`src/rtl/seriale_pkg.sv`:
```
// seriale_pkg: shared encoding and defaults for the serial link
package seriale_pkg;
    typedef enum logic [1:0] {
        IDLE  = 2'd0,
        START = 2'd1,
        DATA  = 2'd2,
        STOP  = 2'd3
    } stato_t;
    localparam int DATA_WIDTH_DEF   = 8;
    localparam int CLKS_PER_BIT_DEF = 4;
endpackage

```
`src/rtl/generatore_tick.sv`:
```
// generatore_tick: bit-period divider, one-cycle tick at the terminal count
module generatore_tick #(
    parameter int CLKS_PER_BIT = 4
) (
    input  logic ck,
    input  logic reset,
    input  logic clear,
    input  logic enable,
    output logic tick
);
    localparam int TW = CLKS_PER_BIT > 1 ? $clog2(CLKS_PER_BIT) : 1;
    localparam logic [TW-1:0] LAST = TW'(CLKS_PER_BIT - 1);
    logic [TW-1:0] cnt;
    assign tick = enable && !clear && cnt == LAST;
    // count 0..CLKS_PER_BIT-1 and wrap; clear holds it at zero
    always_ff @(posedge ck or negedge reset)
        if (!reset) cnt <= '0;
        else if (clear) cnt <= '0;
        else if (enable) cnt <= tick ? '0 : cnt + 1'b1;
endmodule

```
`src/rtl/trasmettitore_seriale.sv`:
```
// trasmettitore_seriale: framed LSB-first parallel-to-serial transmitter
module trasmettitore_seriale
    import seriale_pkg::*;
#(
    parameter int DATA_WIDTH   = DATA_WIDTH_DEF,
    parameter int CLKS_PER_BIT = CLKS_PER_BIT_DEF
) (
    input  logic                  ck,
    input  logic                  reset,
    input  logic [DATA_WIDTH-1:0] din,
    input  logic                  load,
    output logic                  ready,
    output logic                  tx,
    output logic                  done
);
    localparam int IW = $clog2(DATA_WIDTH + 1);
    localparam logic [IW-1:0] LAST_BIT = IW'(DATA_WIDTH - 1);
    stato_t                state, state_n;
    logic [DATA_WIDTH-1:0] sh, sh_n;
    logic [IW-1:0]         idx, idx_n;
    logic                  tick, tx_n, ready_n, done_n;
    generatore_tick #(.CLKS_PER_BIT(CLKS_PER_BIT)) u_tick (
        .ck    (ck),
        .reset (reset),
        .clear (state == IDLE),
        .enable(state != IDLE),
        .tick  (tick)
    );
    // next state, datapath and output values; outputs are derived from the next state so they leave registers
    always_comb begin
        state_n = state;
        sh_n    = sh;
        idx_n   = idx;
        unique case (state)
            IDLE:  if (load) begin
                state_n = START;
                sh_n    = din;
                idx_n   = '0;
            end
            START: if (tick) state_n = DATA;
            DATA:  if (tick) begin
                sh_n  = sh >> 1;
                idx_n = idx + 1'b1;
                if (idx == LAST_BIT) state_n = STOP;
            end
            STOP:  if (tick) state_n = IDLE;
        endcase
        tx_n    = state_n == START ? 1'b0 : state_n == DATA ? sh_n[0] : 1'b1;
        ready_n = state_n == IDLE;
        done_n  = state == STOP && tick;
    end
    // state and registered outputs; reset returns the line to idle at once
    always_ff @(posedge ck or negedge reset)
        if (!reset) begin
            state <= IDLE;
            sh    <= '0;
            idx   <= '0;
            tx    <= 1'b1;
            ready <= 1'b1;
            done  <= 1'b0;
        end else begin
            state <= state_n;
            sh    <= sh_n;
            idx   <= idx_n;
            tx    <= tx_n;
            ready <= ready_n;
            done  <= done_n;
        end
endmodule

```
`config.mk`:
```
export PLATFORM = sky130hd
export DESIGN_NAME = trasmettitore_seriale
export DESIGN_NICKNAME = d
export VERILOG_FILES = /design/src/rtl/seriale_pkg.sv /design/src/rtl/generatore_tick.sv /design/src/rtl/trasmettitore_seriale.sv
export SDC_FILE = /design/constraint.sdc
export NUM_CORES = 1
export LEC_CHECK = 0
export CAP_MARGIN = 20
export CELL_PAD_IN_SITES_DETAIL_PLACEMENT = 1
export CELL_PAD_IN_SITES_GLOBAL_PLACEMENT = 2
export CORE_MARGIN = 4
export CORE_UTILIZATION = 37
export CTS_BUF_LIST = sky130_fd_sc_hd__clkbuf_4
export CTS_CLUSTER_SIZE = 14
export DETAILED_ROUTE_END_ITERATION = 10
export PLACE_DENSITY_LB_ADDON = 0.1
export SYNTH_ARGS = -nofsm -noshare
export SYNTH_HDL_FRONTEND = slang
export SYNTH_SLANG_ARGS = --single-unit
```
`constraint.sdc`:
```
create_clock -name ck -period 3 [get_ports ck]
set_input_delay 0.45 -clock ck [delete_from_list [all_inputs] [get_ports ck]]
set_output_delay 0.45 -clock ck [all_outputs]
set_load 0.01 [all_outputs]
```
## After elaboration in Yosys (flattened, before gate mapping)

Index checks and enable logic that the tools add are counted.

| storage, ports and cells | value |
|---|---|
| register bits after elaboration | 19 |
| input port bits | 11 |
| output and inout bits | 3 |
| word-level logic and storage cells | 46 |

| cells by class | value |
|---|---|
| add/subtract/negate cells | 2 |
| equality and inequality tests | 9 |
| mux-type cells | 17 |
| reductions and logical operators | 10 |

Operators by type and width:

| cell | count |
|---|---|
| $mux 2 | 8 |
| $mux 8 | 2 |
| $pmux 8 s2 | 1 |
| $eq 2x2->1 const B | 4 |
| $mux 4 | 2 |
| $pmux 2 s4 | 1 |
| $pmux 4 s2 | 1 |
| $reduce_bool 2->1 | 3 |
| $add 4x1->4 const B | 1 |
| $eq 2x1->1 const B | 2 |
| $eq 4x3->1 const B | 1 |
| $logic_not 2->1 | 2 |
| $ne 2x2->1 const B | 2 |
| $logic_and 1x1->1 | 3 |
| $reduce_and 3->1 | 1 |
| $add 2x1->2 const B | 1 |
| $mux 1 | 2 |
| $logic_not 1->1 | 1 |

## Longest topological paths before layout

Gate-level depths: netlist of the first run.

| logic depth | value |
|---|---|
| depth after elaboration | 9 |
| gate-level depth with buffers | 6 |
| depth with buffers taken out | 5 |

## Modules after synthesis

A second synthesis of the first run with hierarchy kept.

| second synthesis, totals | value |
|---|---|
| cell total of the unflattened synthesis | 82 |
| area, all modules | 894.6 µm² |

Modules (own cells, without submodules):

| module | times used | cells each | area an instance (µm²) | sequential area each (µm²) |
|---|---|---|---|---|
| trasmettitore_seriale | 1 | 72 | 787.0 | 427.9 |
| generatore_tick | 1 | 10 | 107.6 | 50.0 |

## Worst setup path before layout of the first run

No wires, ideal clock.

| timing | value |
|---|---|
| kind | reg2reg |
| start | reg u_tick.cnt[0] |
| end | reg tx |
| library setup time | 0.077 ns |
| arrival | 1.417 ns |
| required time | 2.923 ns |
| slack | 1.506 ns |
| stages on the path, launching flop included | 6 |
| buffers on the path | 0 |
| clock period less this slack | 1.494 ns |
| path through | dfrtp_1 > ha_1 > and3b_1 > a221o_1 > nand2b_1 > o21a_1 |

| between the ends | value |
|---|---|
| word-level cells in the longest chain between the ends | 7 |
| elaborated cells between the ends (all ways) | 12 |
| classes of those cells | 3 x eq/ne; 8 x mux; 1 x reduce/logical |

RTL lines:

| element | RTL line | source |
|---|---|---|
| start, declared | generatore_tick.sv:13 | `logic [TW-1:0] cnt;` |
| start signal, assigned | generatore_tick.sv:19 | `else if (enable) cnt <= tick ? '0 : cnt + 1'b1;` |
| $eq 2x2->1 (*) | generatore_tick.sv:14 | `assign tick = enable && !clear && cnt == LAST;` |
| $logic_and 1x1->1 (*) | generatore_tick.sv:14 |  |
| $mux 2, on equally long branches | trasmettitore_seriale.sv:46, trasmettitore_seriale.sv:40, trasmettitore_seriale.sv:41 |  |
| $pmux 2 s4 (*) | trasmettitore_seriale.sv:34 | `unique case (state)` |
| named net state_n[0] | trasmettitore_seriale.sv:18 | `stato_t state, state_n;` |
| $eq 2x2->1 | trasmettitore_seriale.sv:48 | `tx_n = state_n == START ? 1'b0 : state_n == DATA ? sh_n[0] : 1'b1;` |
| $mux 1 | trasmettitore_seriale.sv:48 |  |
| $mux 1 (*) | trasmettitore_seriale.sv:48 |  |
| named net tx_n | trasmettitore_seriale.sv:21 | `logic tick, tx_n, ready_n, done_n;` |
| end signal, assigned | trasmettitore_seriale.sv:65 | `tx <= tx_n;` |
| end, declared | trasmettitore_seriale.sv:13 | `output logic tx,` |

The timed path passes the listed nets; every way through them passes the cells marked *. The select of a mux whose other input is x is not followed.
A chain may end at the register's enable or synchronous reset.

## Worst setup path after layout of the first run

| timing | value |
|---|---|
| start | reg ready |
| end | out ready |

RTL lines:

| element | RTL line | source |
|---|---|---|
| start, declared | trasmettitore_seriale.sv:12 | `output logic ready,` |
| start signal, assigned | trasmettitore_seriale.sv:66 | `ready <= ready_n;` |

No word-level cell between the ends.

==> impl_results.md, run 1 <==
- Critical path data arrival time: 1.35 ns
- Tmin final: about 1.8 ns
- I/O Pins: 14
- Nets: 99
- Register area: roughly 480 um2
- CP peak stage delay: 0.54 ns
- Final WL: 1540 um
- Slew Limit Fails: 0
- Met3 routed WL: between 70 and 80 um
- LEAKAGE: 0.465 nW
- Inserted Diodes: 0
- Internal reg-to-reg setup slack: 1.20 ns
- CTS buffer count: 3
- Worst Hold Class: flip-flop to flip-flop
- Flops & latches, synth: 19
- Yosys cell types: 25
- Post-CTS Setup Bufs: 0
- CTS Sinks: 19
- Post-CTS Resized: 0
- Worst VDD drop: around 480 uV
- Clk buf depth: 2
- H-tree levels: 1
- Max Freq: 555 MHz
- Slew headroom: between 40% and 50%
- Clock root buffer: clkbuf_4
- GRT overflow: 0
- Vias per Instance: 5.09
- Clk_lat worst skew: 0.29 ns
- Via count: 570
- Antenna viol nets, final: 0
- Share of layout cells above drive strength 1: 10.6%
- Sequential fraction of the synthesis area: 60.2%
- Total Power: 0.000856 W
- Multi-input gate area in the final layout: 303 um2
- Critical path class: flip-flop to output pin
- Dpl cells: 108
- Final Non-Filler Cells: 112
- Crit-path max FO: 1
- Metal-1 WL: 723 um
- # setup viols final: 0
- Max-cap violations: 0
- Reg clk slew, reported paths: between 0.1 and 0.15 ns
- Drt wl/cell: 13.7 um
- RD Place Congestion: 0.678
- CTS tree: yes
- Fin. Hold Viols: 0
- Final period util: 60.1%
- Family with the most delay on the worst path: flip-flops
- Initial antenna violation count: 0
- Initial DRC Count: 8
- Fillers: roughly 240
- Hold_buf cts: 0
- Die area: approximately 3000 um2
- Die W: 54.3 um
- Bufs and invs on worst path: 1
- IO Port Bufs: 13
- Final Util: 49.1%
- Unrepaired setup endpoints after global routing: false
- Power Dens Cells: between 800 and 900 nW/um2
- Status: completed
- Crit end category: output pin
- Synth warnings: 0
- Hold WS: roughly 0.45 ns
- Syn Nets: between 80 and 90
- Vias in the first global route: between 500 and 600
- Die height: around 54 um
- Total negative slack: 0 ns
- Row Count: 16
- Worst slew pin tran: 0.869 ns
- Critical path launch point type: flip-flop
- CP Cell Sequence: clkdlybuf4s50_1
- Area of the mapped netlist: 795 um2
- Top Layer Used: met4
- Global-route wire length before repair: between 2000 and 3000 um
- Required time of the critical path: 2.55 ns
- Crit-path slowest cell: dfstp_2
- Synth Instances: 69
- Largest net degree at the start of global routing: 20
- Area Growth Syn to Fin: 23.8%
- Number of remaining DRC errors: 0
- Initial Utilization: 39.7%
- DRT Pass-1 Iters: 3
- Synth Area per Inst: 11.5 um2
- Total track usage: ~13%
- Clock skew: 0.00689 ns
- DR WL met2: 728 um
- Core area: approximately 2000 um2
-- kinds of logic (layout without fill, tap and decap cells) --
| group | after synthesis | count (layout) | synth area share, % |
|---|---|---|---|
| flops | 19 | 19 | 60.2 |
| fa+ha+maj | 2 | 2 | 3.15 |
| compound gates | 12 | 12 | 12.0 |
| xor+xnor | 3 | 3 | 3.31 |
| simple gates | 29 | 29 | 18.3 |
| buf+inv | 3 | 19 | 1.73 |
| mux | 1 | 1 | 1.42 |
-- cells in the final DEF, fill, tap and decap left out --
master / instances
a221o_1: 1
a22o_1: 2
a22oi_1: 6
a31oi_1: 1
and3_1: 1
and3b_1: 3
buf_4: 1
clkbuf_4: 3
clkdlybuf4s50_1: 13
clkinv_2: 1
dfrtp_1: 17
dfstp_2: 2
ha_1: 2
inv_1: 1
mux2_2: 1
nand2_1: 14
nand2b_1: 1
nand4_1: 1
nor2_1: 4
nor2_2: 1
nor2b_1: 1
nor3_1: 1
nor3b_1: 1
o21a_1: 1
o2bb2ai_1: 1
or2b_1: 1
xnor2_1: 1
xor2_1: 2
-- cell type report --
cell class	instances	area share, %
Clock inverter	1	0.509
Clock buffer	3	2.29
Sequential cell	19	48.6
Timing Repair Buffer	14	14.0
Inverter	1	0.382
Tap cell	27	3.44
Multi-Input combinational cell	47	30.8
-- per-stage QoR --
stage               instance area, um2  setup WS [ns]
floorplan                          795           1.51
global placement                   956           1.10
finish                             983           1.20
global route                       983          0.980
CTS                                983           1.16
detailed placement                 956           1.07
-- synth_stat cells --
cell / count / area share [%]
nor3b_1: 1 / 0.95
nand2_1: 14 / 6.6
and3_1: 1 / 0.79
nor3_1: 1 / 0.63
mux2_2: 1 / 1.4
nor2b_1: 1 / 0.79
inv_1: 1 / 0.47
nor2_1: 4 / 1.9
ha_1: 2 / 3.1
nand4_1: 1 / 0.79
dfstp_2: 2 / 6.6
a31oi_1: 1 / 0.79
nor2_2: 1 / 0.79
a221o_1: 1 / 1.3
xnor2_1: 1 / 1.1
a22oi_1: 6 / 5.7
and3b_1: 3 / 3.3
a22o_1: 2 / 2.2
dfrtp_1: 17 / 54
xor2_1: 2 / 2.2
o21a_1: 1 / 0.95
nand2b_1: 1 / 0.79
or2b_1: 1 / 0.95
o2bb2ai_1: 1 / 1.1
buf_2: 2 / 1.3
-- per-layer routing --
metal / track usage (%) / vias to the layer above
met1: 16.6 / 283
met4: 6.22 / 0
li1: - / 274
met5: 0 / -
met2: 20.5 / 11
met3: 3.00 / 2
-- flip-flops by register name (all words and copies together), names as in the netlist --
name	cells
sh	8
idx	4
ready	1
u_tick.cnt	2
done	1
tx	1
state	2
-- report_power, final --
group / switching (W) / internal, W
Combinational: 0.000142 / 0.000150
Sequential: 0.0000683 / 0.000368
Clock: 0.0000783 / 0.0000495
-- final timing paths --
check                                end  depth (start not counted)          start
setup / recovery                   ready                          1          ready
hold / removal             u_tick.cnt[0]                          1  u_tick.cnt[0]
setup reg to reg                      tx                          5  u_tick.cnt[0]
hold reg to reg            u_tick.cnt[0]                          1  u_tick.cnt[0]
max in group asynchronous           done                          1          reset
min in group asynchronous          sh[0]                          1          reset
Power figures use the tool's default switching activity.
==> inputs of run 2 (changes only) <==
--- a/config.mk
+++ b/config.mk
@@ -9,7 +9,7 @@
 export CELL_PAD_IN_SITES_DETAIL_PLACEMENT = 1
 export CELL_PAD_IN_SITES_GLOBAL_PLACEMENT = 2
 export CORE_MARGIN = 4
-export CORE_UTILIZATION = 37
+export CORE_UTILIZATION = 31
 export CTS_BUF_LIST = sky130_fd_sc_hd__clkbuf_4
 export CTS_CLUSTER_SIZE = 14
 export DETAILED_ROUTE_END_ITERATION = 10
==> constraint.sdc (replaced) <==
create_clock -name ck -period 1.55 [get_ports ck]
set_input_delay 0.2325 -clock ck [delete_from_list [all_inputs] [get_ports ck]]
set_output_delay 0.2325 -clock ck [all_outputs]
set_load 0.01 [all_outputs]
==> run 2 against run 1 <==
Non-clock buffer count grew 13. Global-route usage is 0.78 points lower. Final cell count up 14%. Largest power group unchanged. Clock-buffer cell count increased by 1. Routed wire length grew 16%.
==> impl_results.md, run 2 (synthesized netlist as in run 1, its figures left out) <==
- Combinational share of power: 40.7%
- Fin. Hold Viols: 0
- Hold_buf cts: 0
- Critical path class: flip-flop to flip-flop
- LEAKAGE: 0.535 nW
- Number of remaining DRC errors: 0
- Required time of the critical path: roughly 1.8 ns
- Family with the most delay on the worst path: compound AO/OA/AOI/OAI gates
- Drt wl/cell: 14.0 um
- Die W: 58.6 um
- Status: completed
- Largest reg by FF count: sh
- Critical path data arrival time: 1.75 ns
- Internal power: roughly 0.0012 W
- Initial antenna violation count: 0
- Vias in the first global route: 674
- IO Port Bufs: 13
- Clk buf depth: 2
- Register area: around 480 um2
- Switching Power: 0.000627 W
- Core area: 2450 um2
- Die height: 58.6 um
- Most frequent cells in the layout: dfrtp_1 (17), nand2_1 (14), buf_4 (14)
- Vias per Instance: approximately 4.9
- R2R depth: 5
- Worst Hold Class: input pin to async pin
- Reg clk slew, reported paths: 0.11 ns
- Final period util: 98.1%
- H-tree levels: 1
- Die area: 3440 um2
- Bufs and invs on worst path: 0
- Area Growth Syn to Fin: 39.5%
- DP Worst Slack: -0.128 ns
- Max-cap violations: 0
- CTS Sinks: 19
- CP peak stage delay: around 0.41 ns
- CP Cell Sequence: ha_2 -> and3b_1 -> a221o_1 -> nand2b_4 -> o21a_1
- Internal reg-to-reg setup slack: roughly 0.03 ns
- R2R Path Start: idx[1]
- I/O Pins: 14
- Max Freq: 658 MHz
- Global-route wire length before repair: 3130 um
- Nets: 112
- Fillers: 273
- Critical path launch point type: flip-flop
- Share of layout cells above drive strength 1: between 20 and 30%
- RD Place Congestion: 0.693
- Clock skew: 0.00701 ns
- Worst VDD drop: 811 uV
- Total negative slack: 0 ns
- Row Count: 18
- Initial Utilization: 32.4%
- Clock share of power: 14.4%
- Clock root buffer: clkbuf_4
- # setup viols final: 0
- Unrepaired setup endpoints after global routing: true
- Crit end category: flip-flop
- CTS tree: yes
- Power Dens Cells: about 1700 nW/um2
- Via count: between 600 and 700
- Largest register FFs: 8
- Commonest non-fill, non-tap cell in the layout: dfrtp_1
- Crit-path slowest cell: dfrtp_1
- Tmin final: 1.52 ns
- DRT Pass-1 Iters: 3
- Slew headroom: approximately 69%
- Initial DRC Count: 12
- Post-DP HPWL: 1370 um
- Multi-input gate area in the final layout: approximately 330 um2
- Inserted Diodes: 0
- Slew Limit Fails: 0
- Setup ws final: 0.0302 ns
- GRT overflow: 0
- Switching part of the total: 33.4%
- Final WL: 1790 um
- Top Registers: sh (8), idx (4)
- Clk_lat worst skew: 0.30 ns
- RR Endpoint: tx
- CTS buffer count: 3
- Largest net degree at the start of global routing: 20
- Crit-path max FO: 4
- Worst slew pin tran: 0.466 ns
- Seq pwr share: 44.9%
- Antenna viol nets, final: 0
- Total track usage: between 10% and 20%
-- run 2: changes by cell type in the layout (fill, tap and decap cells not counted), moves of 2 or more --
cell and delta:
a22oi_2 +2, a22oi_1 -2, ha_1 -2, dlygate4sd2_1 +2, buf_4 +13, ha_2 +2
clkdlybuf4s50_1 -2
-- run 2: worst max-delay path by stage --
| stage | from | cells after the start | to |
|---|---|---|---|
| final | idx[1] | 5 | tx |
| after global routing | idx[1] | 5 | tx |
| after CTS | u_tick.cnt[0] | 5 | tx |
| after detailed placement | load | 6 | tx |
| after global placement | load | 6 | tx |
| after floorplan | u_tick.cnt[0] | 5 | tx |
-- run 2: area by class of cell --
| type | instances | share of cell area, % |
|---|---|---|
| inverter | 1 | 0.339 |
| clock buffer | 4 | 2.71 |
| multi-input combinational | 47 | 29.5 |
| sequential | 19 | 43.1 |
| tap | 30 | 3.39 |
| timing repair buffer | 27 | 21.0 |
-- run 2: layer usage --
| metal | GRT usage, % | routed length [um] | vias to the layer above |
|---|---|---|---|
| li1 | - | - | 300 |
| met1 | 16.9 | 859 | 306 |
| met2 | 18.2 | 801 | 12 |
| met3 | 2.41 | 94 | 4 |
| met4 | 5.83 | 33 | 0 |
| met5 | 0 | 0 | - |
-- run 2: power by group through the flow --
stage               combinational [W]  sequential (W)  clock, W
global route                 0.000871        0.000868  0.000308
floorplan                    0.000386        0.000834         0
global placement             0.000684        0.000836         0
finish                       0.000763        0.000842  0.000271
detailed placement           0.000713        0.000849         0
CTS                          0.000734        0.000838  0.000285
-- run 2: stage by stage --
step / cells / hold WS, ns / cell area [um2] / utilization [%] / total power (W)
floorplan: 69 / -0.0631 / 795 / - / 0.00122
finish: 128 / 0.253 / 1110 / 45.2 / 0.00188
global route: 128 / 0.270 / 1110 / 45.2 / 0.00205
CTS: 127 / 0.258 / 1080 / 44.0 / 0.00186
global placement: 121 / 0.428 / 1030 / 42.2 / 0.00152
detailed placement: 121 / 0.440 / 1030 / 42.2 / 0.00156
-- run 2: timing repair --
action / CTS / global route
gates resized for setup: 4 / 4
setup endpoints to repair: 3 / 3
setup buffers: 2 / 1
pin swaps: 2 / 2
